$ cat config.mk
export PLATFORM = sky130hd
export DESIGN_NAME = readout_packetizer
export DESIGN_NICKNAME = d
export VERILOG_FILES = /design/src/rtl/readout_packetizer.sv
export SDC_FILE = /design/constraint.sdc
export NUM_CORES = 1
export LEC_CHECK = 0
export CAP_MARGIN = 20
export CORE_MARGIN = 2
export CORE_UTILIZATION = 40
export CTS_BUF_LIST = sky130_fd_sc_hd__clkbuf_8
export DETAILED_ROUTE_END_ITERATION = 10
export SYNTH_ARGS = -nofsm -noshare
export SYNTH_HDL_FRONTEND = slang
export SYNTH_SLANG_ARGS = --single-unit
$ cat constraint.sdc
create_clock -name clk -period 3.6 [get_ports clk]
set_input_delay 0.72 -clock clk [delete_from_list [all_inputs] [get_ports clk]]
set_output_delay 0.72 -clock clk [all_outputs]
set_load 0.01 [all_outputs]
$ cat src/rtl/readout_packetizer.sv
// Buffers DEPTH samples, then emits HEADER, [seq], length, payload, checksum.
// Define READOUT_PKT_SEQ_EN to insert a sequence-number byte after the header.
module readout_packetizer #(
    parameter int                 DATA_W = 8,
    parameter int                 DEPTH  = 8,
    parameter logic [DATA_W-1:0]  HEADER = DATA_W'(8'hA5)
) (
    input  logic              clk,
    input  logic              rst_n,
    input  logic              ena,
    input  logic [DATA_W-1:0] in_data,
    input  logic              in_valid,
    output logic              in_ready,
    output logic [DATA_W-1:0] out_data,
    output logic              out_valid,
    input  logic              out_ready,
    output logic              out_last,
    output logic [7:0]        pkt_count,
    output logic              overflow
);
    localparam int PW = (DEPTH > 1) ? $clog2(DEPTH) : 1;

    typedef enum logic [2:0] {
        FILL,
        HDR,
`ifdef READOUT_PKT_SEQ_EN
        SEQ,
`endif
        LEN,
        PAY,
        CSUM
    } state_t;

    state_t            state, state_nxt;
    logic [PW-1:0]     wr_ptr, rd_ptr;
    logic [DATA_W-1:0] csum;
    logic [DATA_W-1:0] mem [DEPTH];
    logic              in_fire, out_fire;

    assign in_fire  = in_valid && in_ready;
    assign out_fire = out_valid && out_ready;

    // rst_n gates the handshakes so nothing is offered while reset is held
    always_comb begin
        in_ready  = rst_n && ena && (state == FILL);
        out_valid = rst_n && ena && (state != FILL);
        out_last  = rst_n && (state == CSUM);
        out_data  = '0;
        state_nxt = state;
        case (state)
            FILL: if (in_fire && wr_ptr == PW'(DEPTH-1)) state_nxt = HDR;
            HDR: begin
                out_data = HEADER;
`ifdef READOUT_PKT_SEQ_EN
                if (out_fire) state_nxt = SEQ;
`else
                if (out_fire) state_nxt = LEN;
`endif
            end
`ifdef READOUT_PKT_SEQ_EN
            SEQ: begin
                out_data = DATA_W'(pkt_count);
                if (out_fire) state_nxt = LEN;
            end
`endif
            LEN: begin
                out_data = DATA_W'(DEPTH);
                if (out_fire) state_nxt = PAY;
            end
            PAY: begin
                out_data = mem[rd_ptr];
                if (out_fire && rd_ptr == PW'(DEPTH-1)) state_nxt = CSUM;
            end
            CSUM: begin
                out_data = csum;
                if (out_fire) state_nxt = FILL;
            end
            default: state_nxt = FILL;
        endcase
    end

    // Payload storage carries no reset so it can map onto RAM
    always_ff @(posedge clk) begin
        if (rst_n && in_fire) mem[wr_ptr] <= in_data;
    end

    always_ff @(posedge clk) begin
        if (!rst_n) begin
            state     <= FILL;
            wr_ptr    <= '0;
            rd_ptr    <= '0;
            csum      <= '0;
            pkt_count <= '0;
            overflow  <= 1'b0;
        end else if (ena) begin
            state <= state_nxt;
            if (in_valid && !in_ready) overflow <= 1'b1;
            if (in_fire) begin
                wr_ptr <= (wr_ptr == PW'(DEPTH-1)) ? '0 : wr_ptr + 1'b1;
                csum   <= csum + in_data;
            end
            if (out_fire && state == PAY)
                rd_ptr <= (rd_ptr == PW'(DEPTH-1)) ? '0 : rd_ptr + 1'b1;
            if (out_fire && state == CSUM) begin
                csum      <= '0;
                pkt_count <= pkt_count + 8'd1;
            end
        end
    end
endmodule

* Word level (Yosys, flattened, before mapping)
Memory sizes are Yosys's and may differ from the RTL's. A register that Yosys moved wholly into a read port is not among the register bits.
Cells that the tools add are included.
** Storage, ports and cells
- Logic and storage cells :: 59
- Output and inout port bits :: 20
- Register bits :: 26
- Memories kept :: 1
- RAM bits :: 64
- Input port bits :: 13
** Cells by class
- Multiplexer cells :: 15
- Reductions and logical operators :: 22
- Add/subtract/negate cells :: 4
- Equal/unequal tests :: 11
** Memory list
- mem :: depth 8, width 8, read ports 1, clocked after Yosys merged registers in 1, wr ports 1, line 37 : logic [DATA_W-1:0] mem [DEPTH];
** Operators with widths (number)
- 8-bit case mux with 4 select lines :: 1
- 3-bit 2-to-1 mux :: 9
- 8-bit 2-to-1 mux :: 2
- 3-bit case mux with 5 select lines :: 1
- 1-bit logical AND :: 12
- 2-bit AND reduction :: 5
- 3-bit == test, second input constant :: 3
- 8-bit by 1-bit adder with 8-bit output, second input constant :: 1
- 8-bit adder :: 1
- 2-bit inequality test, second input constant :: 4
- 3-bit by 1-bit adder with 3-bit output, second input constant :: 2
- 3-bit by 2-bit == test with 1-bit output, second input constant :: 2
- 6-bit AND reduction :: 1
- 3-bit by 1-bit == test with 1-bit output, second input constant :: 1
- 3-bit zero test :: 1
- 3-bit nonzero test :: 1
- 1-bit 2-to-1 mux :: 2
- 2-bit by 1-bit inequality test with 1-bit output, second input constant :: 1
- 2-bit nonzero test :: 1
- 1-bit zero test :: 1

* Logic depth before layout (Yosys ltp)
- Word-level depth :: 7
- Mapped depth :: 7
- Mapped depth without buffers :: 7

* Worst setup path before layout
OpenSTA, ideal clock, no wires.
- Path kind :: input -> register
- Start point :: in ena
- End point :: mem mem[1][0] (enable)
- Library setup time :: 398 ps
- Arrival time :: 2351 ps
- Path slack :: 851 ps
- Stages :: 5
- Path buffers :: 2
- Required time :: 3202 ps
- Path through :: clkbuf_2 > nand3_1 > or2_4 > buf_6 > nor4b_1
** Between the ends
- Cells in the longest elaborated chain, start to end :: 6
** RTL lines
- from (decl) :: line 10 : input logic ena,
- 1-bit logical AND (2 in series) :: line 45 : in_ready = rst_n && ena && (state == FILL);
- 1-bit logical AND :: line 40 : assign in_fire = in_valid && in_ready;
- 1-bit logical AND :: line 84 : if (rst_n && in_fire) mem[wr_ptr] <= in_data;
- 1-bit 2-to-1 mux :: line 84
- 1-bit 2-to-1 mux (implied by the code) :: line 84
- to (decl) :: line 37
Every way passes these cells.

==> impl_metrics.tcl <==
set metrics [dict create \
    result_of_the_run "finished clean" \
    drive_above_1_share 0.168 \
    slew-limit-headroom 0.616 \
    cts_setup_buffers 0 \
    r2r_setup_slack_ps 1430 \
    final_period_minus_worst_setup_slack_ps 3270 \
    antenna_found_initial 0 \
    most-common-layout-cells "edfxtp_1, clkdlybuf4s50_1, dfxtp_1" \
    chipHeight_um 106 \
    irDropWorstVdd_uv 163 \
    top_level_ports 33 \
    nFillCells 922 \
    timing.hold.worst_path_depth 2 \
    clock_sink_count 93 \
    cts_htree_levels 3 \
    cp.arrival_ps 2550 \
    clockRootBuffer "clkbuf_8" \
    intPower_w 0.00151 \
    cp_max_fo 16 \
    floorplan.initialDensity 0.405 \
    post_layout_nonfiller_instances 481 \
    die_w_um 106 \
    syn_area_per_cell_um2 13.9 \
    timing.hold.worst.class "flop to flop" \
    postCtsResizedCells 0 \
    worst_setup_path_start_kind "flop" \
    fmax_mhz 306 \
    swShare 0.223 \
    die-area_um2 11100 \
    p_sw_w 0.000435 \
    finish.utilization 0.478 \
    timing_worst_setup_path_type "flop to output port" \
    final_antenna_net_count 0 \
    finalMaxSlewViolations 0 \
    wl_per_cell_um 17.4 \
    layout_commonest_cell "edfxtp_1" \
    io_buffers 32 \
    power_leakage_nw 1.64 \
    period_share 0.908 \
    grt_max_degree 23 \
    ys.warnings.count 0 \
    number_of_global_route_vias_before_repair 2423 \
    p_seq_frac 0.594 \
    finalClockSkew_ps 6.38 \
    final_net_count 366 \
    cts_tree "done" \
    maxCapViolations 0 \
    hold_path.startpoint "overflow$_SDFFE_PN0P_" \
    ys_ff_latch 93 \
    post_synthesis_to_final_layout_area_growth_pct 17.9 \
    setup-violations-final 0 \
    timing.rr.end "mem[3][3]$_DFFE_PP_" \
    tritoncts.num_buffers 9 \
    gp_congestion 0.870 \
    netlist_area_um2 4130 \
    detail_route.drc_violations 0 \
    drt-initial-drc-count 163 \
    grt_first_pass_wirelength_mm 13.1 \
    cellPowerDensity_nw_per_um2 400 \
    grt_resource_usage_total 0.159 \
    cts.hold.buffers_added 0 \
    whs_endpoint "overflow$_SDFFE_PN0P_" \
    core_region_area_um2 10200 \
    diodes 0 \
    rsz_0062_raised_after_global_routing "false" \
    vias 2515 \
    numPlacedInstances 465 \
    dr.pass1.iters 4 \
    cp_data_required_time_ps 2880 \
    grt_remaining_overflow 0 \
    worst_skew_pair.late_latency_ps 370 \
    post_synth_num_cell_types 48 \
    dp_hpwl_mm 5.96 \
    route.detailed.vias_per_inst 5.23 \
    mappedNetlistNets 322 \
    critical_path.reg2reg.startpoint "state[1]$_SDFFE_PN0P_" \
    hold_viol 0 \
    cts-root-to-sink-buffers 2 \
    fp-row-count 37 \
    critical_path.max_stage_delay_ps 560 \
    worst_setup_hold_path_clk_slew_ps 90 \
    r2r.worst_path.cells 4 \
    synth-seq-area-share 0.607 \
    combPwrFrac 0.047 \
    part_of_the_power_in_the_clock_network 0.359 \
    tightestPinTransition_ps 572 \
    crit_chain "buf_4 > mux4_2 > mux2i_1 > nand2_1 > a32o_1 > clkdlybuf4s50_1" \
    synthesis.instances 296 \
    critical_path.endpoint_type "output port" \
    setup-tns-final_ps 0 \
    cell_type_of_the_slowest_stage_on_the_worst_timing_path "mux4_2" \
    drt_wl_total_mm 8.36 \
]
registers in the layout, indices dropped and copies added (netlist names), named ones only:
name / flops
mem: 64
csum: 8
rd_ptr: 3
overflow: 1
pkt_count: 8
state: 3
wr_ptr: 3
logic make-up after synthesis:
logic type,Yosys count,synth area share
buffers and inverters,15,0.0203
multiplexers,25,0.109
flip-flops,93,0.607
adder cells (fa/ha/maj),13,0.0412
XOR/XNOR,11,0.0234
AO/OA/AOI/OAI,53,0.0828
AND/OR/NAND/NOR,86,0.116
stage by stage:
step           hold WS (ps)  instance area (um^2)  power (W)  setup slack (ps)
2_1_floorplan           467                  4130    0.00123               851
3_3_place_gp            479                  4670    0.00127               500
3_5_place_dp            487                  4670    0.00127               508
4_1_cts                 515                  4860    0.00197               281
5_1_grt                 542                  4860    0.00201               220
6_report                512                  4860    0.00195               332
how the worst max path moves through the flow:
stage                                      end  slack, ps  cells after the start        from
final                              out_data[3]        330                      6        flop
after global routing               out_data[0]        220                      6        flop
after CTS                          out_data[2]        280                      6        flop
after detailed placement  csum[6]$_SDFFE_PN0P_        510                      8  in_data[0]
after global placement    csum[6]$_SDFFE_PN0P_        500                      8  in_data[0]
after floorplan            mem[1][0]$_DFFE_PP_        850                      5         ena
cell type report:
class	count	area, um^2	area share
flip-flops and latches	93	2500	0.515
inverters	1	3.75	0.000772
well taps	136	170	0.0350
clock buffers	9	124	0.0255
clock inverters	7	72.6	0.0149
repair buffers	47	433	0.0890
multi-input cells	188	1560	0.320
Yosys cell counts, drive strengths merged:
master	instances	area, um^2
o21ai	13	65.1
dfxtp	29	581
ha	12	150
a21boi	5	37.5
nor2b	9	56.3
and2	7	43.8
nand4	2	12.5
edfxtp	64	1920
a31oi	1	6.26
inv	1	3.75
and4	1	8.76
o21bai	1	7.51
buf	8	56.3
nor4	1	6.26
nor3b	3	22.5
a211oi	3	22.5
nand2	25	93.8
a32o	1	10.0
clkbuf	6	23.8
a22oi	5	42.5
nor2	10	52.6
or2	1	8.76
a21o	6	45.0
nand3	11	60.1
fa	1	20.0
mux4	16	360
nor3	7	45.0
xor2	5	43.8
o2bb2ai	1	8.76
or3b	1	8.76
nor4b	2	17.5
a221oi	1	8.76
or3	2	17.5
a211o	1	8.76
mux2i	9	90.1
a21oi	15	78.8
nand3b	1	7.51
xnor2	6	52.6
and3	3	18.8
routing by layer:
metal | up-vias | routed length, um | global-route usage
li1 | 1219 | - | -
met1 | 1241 | 3970 | 0.220
met2 | 44 | 3980 | 0.243
met3 | 11 | 229 | 0.0247
met4 | 0 | 181 | 0.0846
met5 | - | 0 | 0
power groups by stage:
stage               clock network [W]  logic (W)  registers, W
floorplan                           0  0.0000526       0.00118
global placement                    0  0.0000908       0.00118
detailed placement                  0  0.0000912       0.00118
CTS                          0.000724  0.0000916       0.00116
global route                 0.000753   0.000101       0.00116
finish                       0.000699  0.0000914       0.00116
critical path, delay by kind of cell, from the launching register on:
family,cells,cell delay (ps)
buffers and inverters,2,790
flip-flops,1,320
AND/OR/NAND/NOR,1,80
AO/OA/AOI/OAI,1,290
multiplexers,2,710
No activity file was read; power rests on OpenSTA's default activity.
